**config.mk**
```make
export PLATFORM = sky130hd
export DESIGN_NAME = shares_stream_serializer
export DESIGN_NICKNAME = d
export VERILOG_FILES = /design/src/rtl/shares_stream_serializer.sv
export SDC_FILE = /design/constraint.sdc
export NUM_CORES = 1
export LEC_CHECK = 0
export ABC_AREA = 1
export CORE_MARGIN = 8
export CORE_UTILIZATION = 45
export DETAILED_ROUTE_END_ITERATION = 7
export GPL_TIMING_DRIVEN = 1
export PLACE_DENSITY = 0.8
export SYNTH_ARGS = -nofsm -noshare
export SYNTH_HDL_FRONTEND = slang
export SYNTH_SLANG_ARGS = --single-unit
```
**constraint.sdc**
```tcl
create_clock -name clk -period 1.4 [get_ports clk]
set_clock_uncertainty 0.05 [all_clocks]
set_input_delay 0.42 -clock clk [delete_from_list [all_inputs] [get_ports clk]]
set_output_delay 0.42 -clock clk [all_outputs]
set_load 0.005 [all_outputs]
```
**src/rtl/shares_stream_serializer.sv**
```systemverilog
// Streams one packed d-share sharing out as count/chunk narrow beats in shbus layout.
// Shares are only rewired, never combined, so the block adds no leakage of its own.
module shares_stream_serializer #(
  parameter int unsigned d         = 2,
  parameter int unsigned count     = 128,
  parameter int unsigned chunk     = 32,
  parameter bit          MSB_FIRST = 1'b0
) (
  input  logic                 clk,
  input  logic                 rst_n,
  input  logic                 in_valid,
  output logic                 in_ready,
  input  logic [d*count-1:0]   in_shares,
  output logic                 out_valid,
  input  logic                 out_ready,
  output logic [d*chunk-1:0]   out_shbus,
  output logic                 out_last,
  input  logic                 abort
);

  localparam int unsigned NB = (chunk == 0) ? 1 : count / chunk;
  localparam int unsigned CW = (NB > 1) ? $clog2(NB) : 1;
  localparam int unsigned DW = d * count;

  if (chunk == 0 || (count % chunk) != 0) begin : g_bad_chunk
    $error("shares_stream_serializer: count must be a non-zero multiple of chunk");
  end
  if (d < 2) begin : g_bad_d
    $error("shares_stream_serializer: d must be at least 2");
  end

  typedef enum logic {
    EMPTY = 1'b0,
    BUSY  = 1'b1
  } state_e;

  state_e          state_q, state_d;
  logic [CW-1:0]   cnt_q, cnt_d;
  logic [DW-1:0]   data_q, data_d;
  logic            last_c;
  logic            in_xfer_c;
  logic            out_xfer_c;
  logic [CW-1:0]   beat_k_c;

  // State register; abort never clears the data, only the full flag and counter.
  always_ff @(posedge clk or negedge rst_n) begin
    if (!rst_n) begin
      state_q <= EMPTY;
      cnt_q   <= '0;
      data_q  <= '0;
    end else begin
      state_q <= state_d;
      cnt_q   <= cnt_d;
      data_q  <= data_d;
    end
  end

  // Next-state and handshake; abort wins over any same-cycle transfer.
  always_comb begin
    state_d    = state_q;
    cnt_d      = cnt_q;
    data_d     = data_q;
    last_c     = (state_q == BUSY) && (cnt_q == CW'(NB - 1));
    in_ready   = !abort && ((state_q == EMPTY) || (out_ready && last_c));
    in_xfer_c  = in_valid && in_ready;
    out_xfer_c = (state_q == BUSY) && out_ready && !abort;

    if (abort) begin
      state_d = EMPTY;
      cnt_d   = '0;
    end else begin
      case (state_q)
        EMPTY: begin
          if (in_xfer_c) begin
            data_d  = in_shares;
            cnt_d   = '0;
            state_d = BUSY;
          end
        end
        BUSY: begin
          if (out_xfer_c) begin
            if (!last_c) begin
              cnt_d = cnt_q + CW'(1);
            end else if (in_xfer_c) begin
              data_d = in_shares;
              cnt_d  = '0;
            end else begin
              cnt_d   = '0;
              state_d = EMPTY;
            end
          end
        end
        default: begin
          state_d = EMPTY;
          cnt_d   = '0;
        end
      endcase
    end
  end

  assign out_valid = (state_q == BUSY);
  assign out_last  = last_c;

  // Pure wire remap of the selected beat: share j, beat-bit b lands at d*b+j.
  always_comb begin
    beat_k_c  = MSB_FIRST ? (CW'(NB - 1) - cnt_q) : cnt_q;
    out_shbus = '0;
    for (int unsigned b = 0; b < chunk; b++) begin
      for (int unsigned j = 0; j < d; j++) begin
        out_shbus[d*b + j] = data_q[count*j + 32'(beat_k_c)*chunk + b];
      end
    end
  end

endmodule

```
Yosys cells after proc, flatten, opt, wreduce, memory -nomap -nowiden --
Index checks and enable logic that the tools add are counted.
Cells by class: eq/ne operators 5, muxes and demuxes 142, magnitude comparators 64, reductions and logical operators 10, bitwise gates (word level) 2, add/sub/neg operators 64
Operators with widths (count):
- $lt A32 B9 Y1 const B | 30
- $mux W256 | 3
- $pmux W256 S2 | 1
- $bmux W1 S8 | 63
- $add A32 B5 Y32 const B | 14
- $lt A8 B9 Y1 const B | 31
- $add A32 B4 Y32 const B | 8
- $add A32 B3 Y32 const B | 4
- $add A7 B5 Y8 const B | 16
- $mux W1 | 68
- $add A32 B2 Y32 const B | 2
- $add A7 B4 Y8 const B | 8
- $add A32 B1 Y32 const B | 1
- $add A7 B3 Y8 const B | 4
- $add A9 B5 Y10 const B | 2
- $lt A10 B9 Y1 const B | 2
- $add A7 B2 Y8 const B | 2
- $add A8 B7 Y9 const A | 1
- $lt A7 B9 Y1 const B | 1
- $add A7 B1 Y8 const B | 1
- $mux W2 | 4
- $logic_and A1 B1 Y1 | 6
- $pmux W2 S2 | 1
- $ne A3 B2 Y1 const B | 1
- 12 further kinds | 13
Storage, ports and cells: word-level logic and storage cells 290, register bits after elaboration 259, input port bits 261

Longest topological paths before layout --
depth after elaboration 11, mapped depth 8

Least setup slack after synthesis --
OpenSTA, ideal clock, no wires.
kind reg-to-output, start point register cnt_q[0] (netlist: beat_k_c[0]), end point output port out_shbus[0], arrival time 1.102 ns, cell stages (with the launch flop) 6, setup slack -0.172 ns, cell sequence dfrtp_1 inv_1 buf_2 clkbuf_1 o211ai_1 nand2_1
Between the ends: longest elaborated chain between the ends 2
RTL lines:
- start: declaration | line 38 | logic [CW-1:0] cnt_q, cnt_d;
- start signal: assignment | line 53 | cnt_q <= cnt_d;
- $bmux W1 S2 | line 110 | out_shbus[d*b + j] = data_q[count*j + 32'(beat_k_c)*chunk + b];
- $mux W1 (implied by the code) | line 110
- end: declaration | line 16 | output logic [d*chunk-1:0] out_shbus,
No other way between the ends. The select of a mux whose other input is x is not followed.

Worst setup path in the final report --
start point register cnt_q[0] (netlist: beat_k_c[0]), end point output port out_shbus[31]
Between the ends: longest elaborated chain between the ends 4
RTL lines (line):
- $add A8 B7 Y9 | 110
- $add A32 B4 Y32 | 110
- $bmux W1 S8 | 110
- $mux W1 (implied by the code) | 110
No other way between the ends. The select of a mux whose other input is x is not followed.

==> run summary <==
Outcome = finished, violations left
Violated checks = setup timing
Nets = 2367
Worst-Margin Slew = 526.4 ps
CTS tree = done
Clock Latency Late Sink = 550 ps
Clk buf depth = 3
Total GRT Usage = 31.21%
Die area = 34720 um^2
Vias = 14554
Initial core utilization = 45.60%
Hold Fails Final Rpt = 0
Hold Startpoint = in_valid
Initial antenna violation count = 14
RSZ-0062 raised after global routing = true
Die Span Y = 186.3 um
Synthesized instance count = 1651
P_int = 0.01657 W
Final-report max-slew violation count = 0
Hold WS = 281.2 ps
Site Rows = 62
Setup WS pre-CTS = -761.7 ps
Fillers = 1995
Critical Path Source Type = register
Worst Setup End Kind = output port
Max Cap Viol = 0
Global-route congestion overflow total = 0
Max_slew headroom = 64.75%
Final ANT Viol Nets = 0
Yosys cell types = 18
Vias in the first global route = 14480
Min setup slack post-route = -1098 ps
Layout cells sized above 1 = 18.59%
First-pass GRT wire length = 86340 um
Worst Path Required = 930 ps
Initial drt markers = 1680
HP Class = in2reg
Largest net degree at the start of global routing = 44
# port buffers = 327
YS warnings = 0
Max Clock Freq = 400.3 MHz
Remaining DRCs = 0
Clk pwr share = 33.3%
Number of flops mapped to enable cells by yosys = 0
Async SR Flop Fraction = 100.0%
Routed wire length = 56310 um
Mapped cell area = 13050 um^2
Critical path's slowest cell = dfrtp_2
TritonCTS Buffers = 29
Largest stage delay on the critical path = 440 ps
Num Clock Sinks = 259
Max VDD drop = 0.8327 mV
Crit path kind = reg2out
Area Growth Syn to Fin = 58.73%
Drt wl/cell = 22.34 um
Crit path from = beat_k_c[0]$_DFFE_PN0P_
Leakage power = 10.80 nW
Die span in x = 186.3 um
Sequential Power Share = 40.0%
Worst r2r src = beat_k_c[0]$_DFFE_PN0P_
Total net switching power = 0.007143 W
Crit path max-delay family = buffers and inverters
Via density per instance = 5.773
Top_reg_cell synth = dfrtp_1
Synthesized flop and latch total = 259
I/O pin count = 328
Post-Syn Nets = 1913
First-pass DRT Iterations = 6
Depth of the CTS H-tree = 1
DP Wirelength = 36550 um
Critical path buffers and inverters = 4
Crit share post-route = 178.4%
Cell Pwr Density = 1144 nW/um^2
Clock transition at path regs = 60 ps
Setup violators final = 326
Switch share = 30.13%
Syn Area/Cell = 7.907 um^2
Post-layout min period = 2498 ps
Crit-path cells = inv_8 > buf_4 > buf_12 > o211ai_1 > nand2_1 > buf_2
Register area share after synthesis = 49.65%
Comb pwr share = 26.7%
Routability cong. = 0.9925
CTS root buffer = clkbuf_16
Crit path DAT = 2030 ps
Core ar. = 28630 um^2
CP max FO = 12
## through the flow
step	utilization [%]	setup TNS [ps]	instances	area, um^2	power [W]
final	72.38	-258240	2521	20720	0.02371
after global routing	72.38	-276170	2521	20720	0.02473
after CTS	71.72	-235850	2500	20530	0.02345
after detailed placement	62.39	-184900	2357	17860	0.01514
after global placement	62.39	-174540	2357	17860	0.01500
after floorplan	-	-1153	1651	13160	0.01177
## Yosys cell counts, types with 2 or more instances
library cell | number | area (um^2)
dfrtp_1 | 259 | 6481
o21ai_0 | 2 | 10.01
inv_2 | 2 | 7.510
nand2_1 | 708 | 2658
inv_1 | 133 | 499.2
nand4_1 | 258 | 1614
a21oi_1 | 2 | 10.01
clkbuf_1 | 53 | 198.9
buf_1 | 4 | 15.01
o211ai_1 | 128 | 960.9
buf_4 | 27 | 202.7
buf_2 | 69 | 345.3
## routing by layer
metal,GRT usage [%],vias to the layer above,routed length (um)
li1,-,6479,-
met1,42.44,7013,22730
met2,47.21,905,25140
met3,5.817,153,5646
met4,15.55,4,2775
met5,0,-,20
## worst min-delay path, stage by stage
cell and delay [ps]:
clkbuf_8 150, buf_12 160, inv_1 60, a21oi_1 50
## timing repair
| action | CTS | global route |
|---|---|---|
| hold buffers | 1 | 0 |
| resized for setup | 358 | 40 |
| pin swaps | 90 | 62 |
| setup buffers | 48 | 13 |
| endpoints found under the hold margin | 20 | 0 |
| setup endpoints to repair | 325 | 326 |
| gates cloned | 46 | 1 |
## cells in the final DEF, fill, tap and decap left out, types with 2 or more instances in the layout
master | netlist | layout
clkbuf_16 | 0 | 30
buf_8 | 0 | 6
a21oi_1 | 2 | 2
nand2_1 | 708 | 685
clkinvlp_4 | 0 | 2
bufinv_16 | 0 | 4
buf_12 | 0 | 58
dfrtp_2 | 0 | 2
nand4_1 | 258 | 258
buf_16 | 0 | 35
diode_2 | 0 | 12
bufbuf_16 | 0 | 12
clkbuf_1 | 53 | 3
clkdlybuf4s50_1 | 0 | 258
dfrtp_1 | 259 | 257
buf_4 | 27 | 106
inv_1 | 133 | 132
inv_8 | 0 | 3
clkbuf_8 | 0 | 6
clkbuf_2 | 0 | 2
buf_6 | 1 | 43
nand2_4 | 0 | 2
clkinv_2 | 0 | 7
o211ai_1 | 128 | 128
dlygate4sd2_1 | 0 | 3
buf_2 | 69 | 49
nand2_2 | 1 | 21
o21ai_0 | 2 | 2
## power by group through the flow
stage	sequential (W)	combinational, W	clock [W]
2_1_floorplan	0.00928	0.00249	0
3_3_place_gp	0.00950	0.00550	0
3_5_place_dp	0.00953	0.00561	0
4_1_cts	0.00944	0.00607	0.00795
5_1_grt	0.00961	0.00685	0.00826
6_report	0.00949	0.00633	0.00789
## worst paths after layout
check	end	slack (ps)	cells past startpoint
max	out_shbus[31]	-1100	6
min	out_valid$_DFF_PN0_	280	4
max reg2reg	data_q[4]$_DFFE_PN0P_	-850	13
min reg2reg	data_q[208]$_DFFE_PN0P_	420	2
max in group asynchronous	data_q[97]$_DFFE_PN0P_	380	3
min in group asynchronous	data_q[237]$_DFFE_PN0P_	310	2
## cells by family (layout without fill, tap and decap cells)
kind of cell,Yosys count,after routing,synth area share (%)
adders and majority gates,1,1,0.09583
and+or+nand+nor,970,970,32.93
AOI/OAI and AO/OA,132,132,7.515
other,0,12,0
DFF,259,259,49.65
buffers and inverters,289,763,9.805
## flip-flops by register name, summed over array words and instances, names as in the netlist
register / cells
data_q: 256
out_valid: 1
beat_k_c: 2
## area by class of cell
| cell class | count | area (um^2) | area share, % |
|---|---|---|---|
| multi-input cells | 1103 | 5394 | 26.03 |
| repair inverters | 1 | 11.26 | 0.05435 |
| diodes | 12 | 30.03 | 0.1449 |
| well taps | 384 | 480.5 | 2.319 |
| clock buffers | 37 | 805.8 | 3.889 |
| clock inverters | 14 | 178.9 | 0.8635 |
| flip-flops and latches | 259 | 6484 | 31.29 |
| repair buffers | 576 | 6809 | 32.86 |
| inverters | 135 | 526.8 | 2.542 |
(Power assumes the default switching activity.)
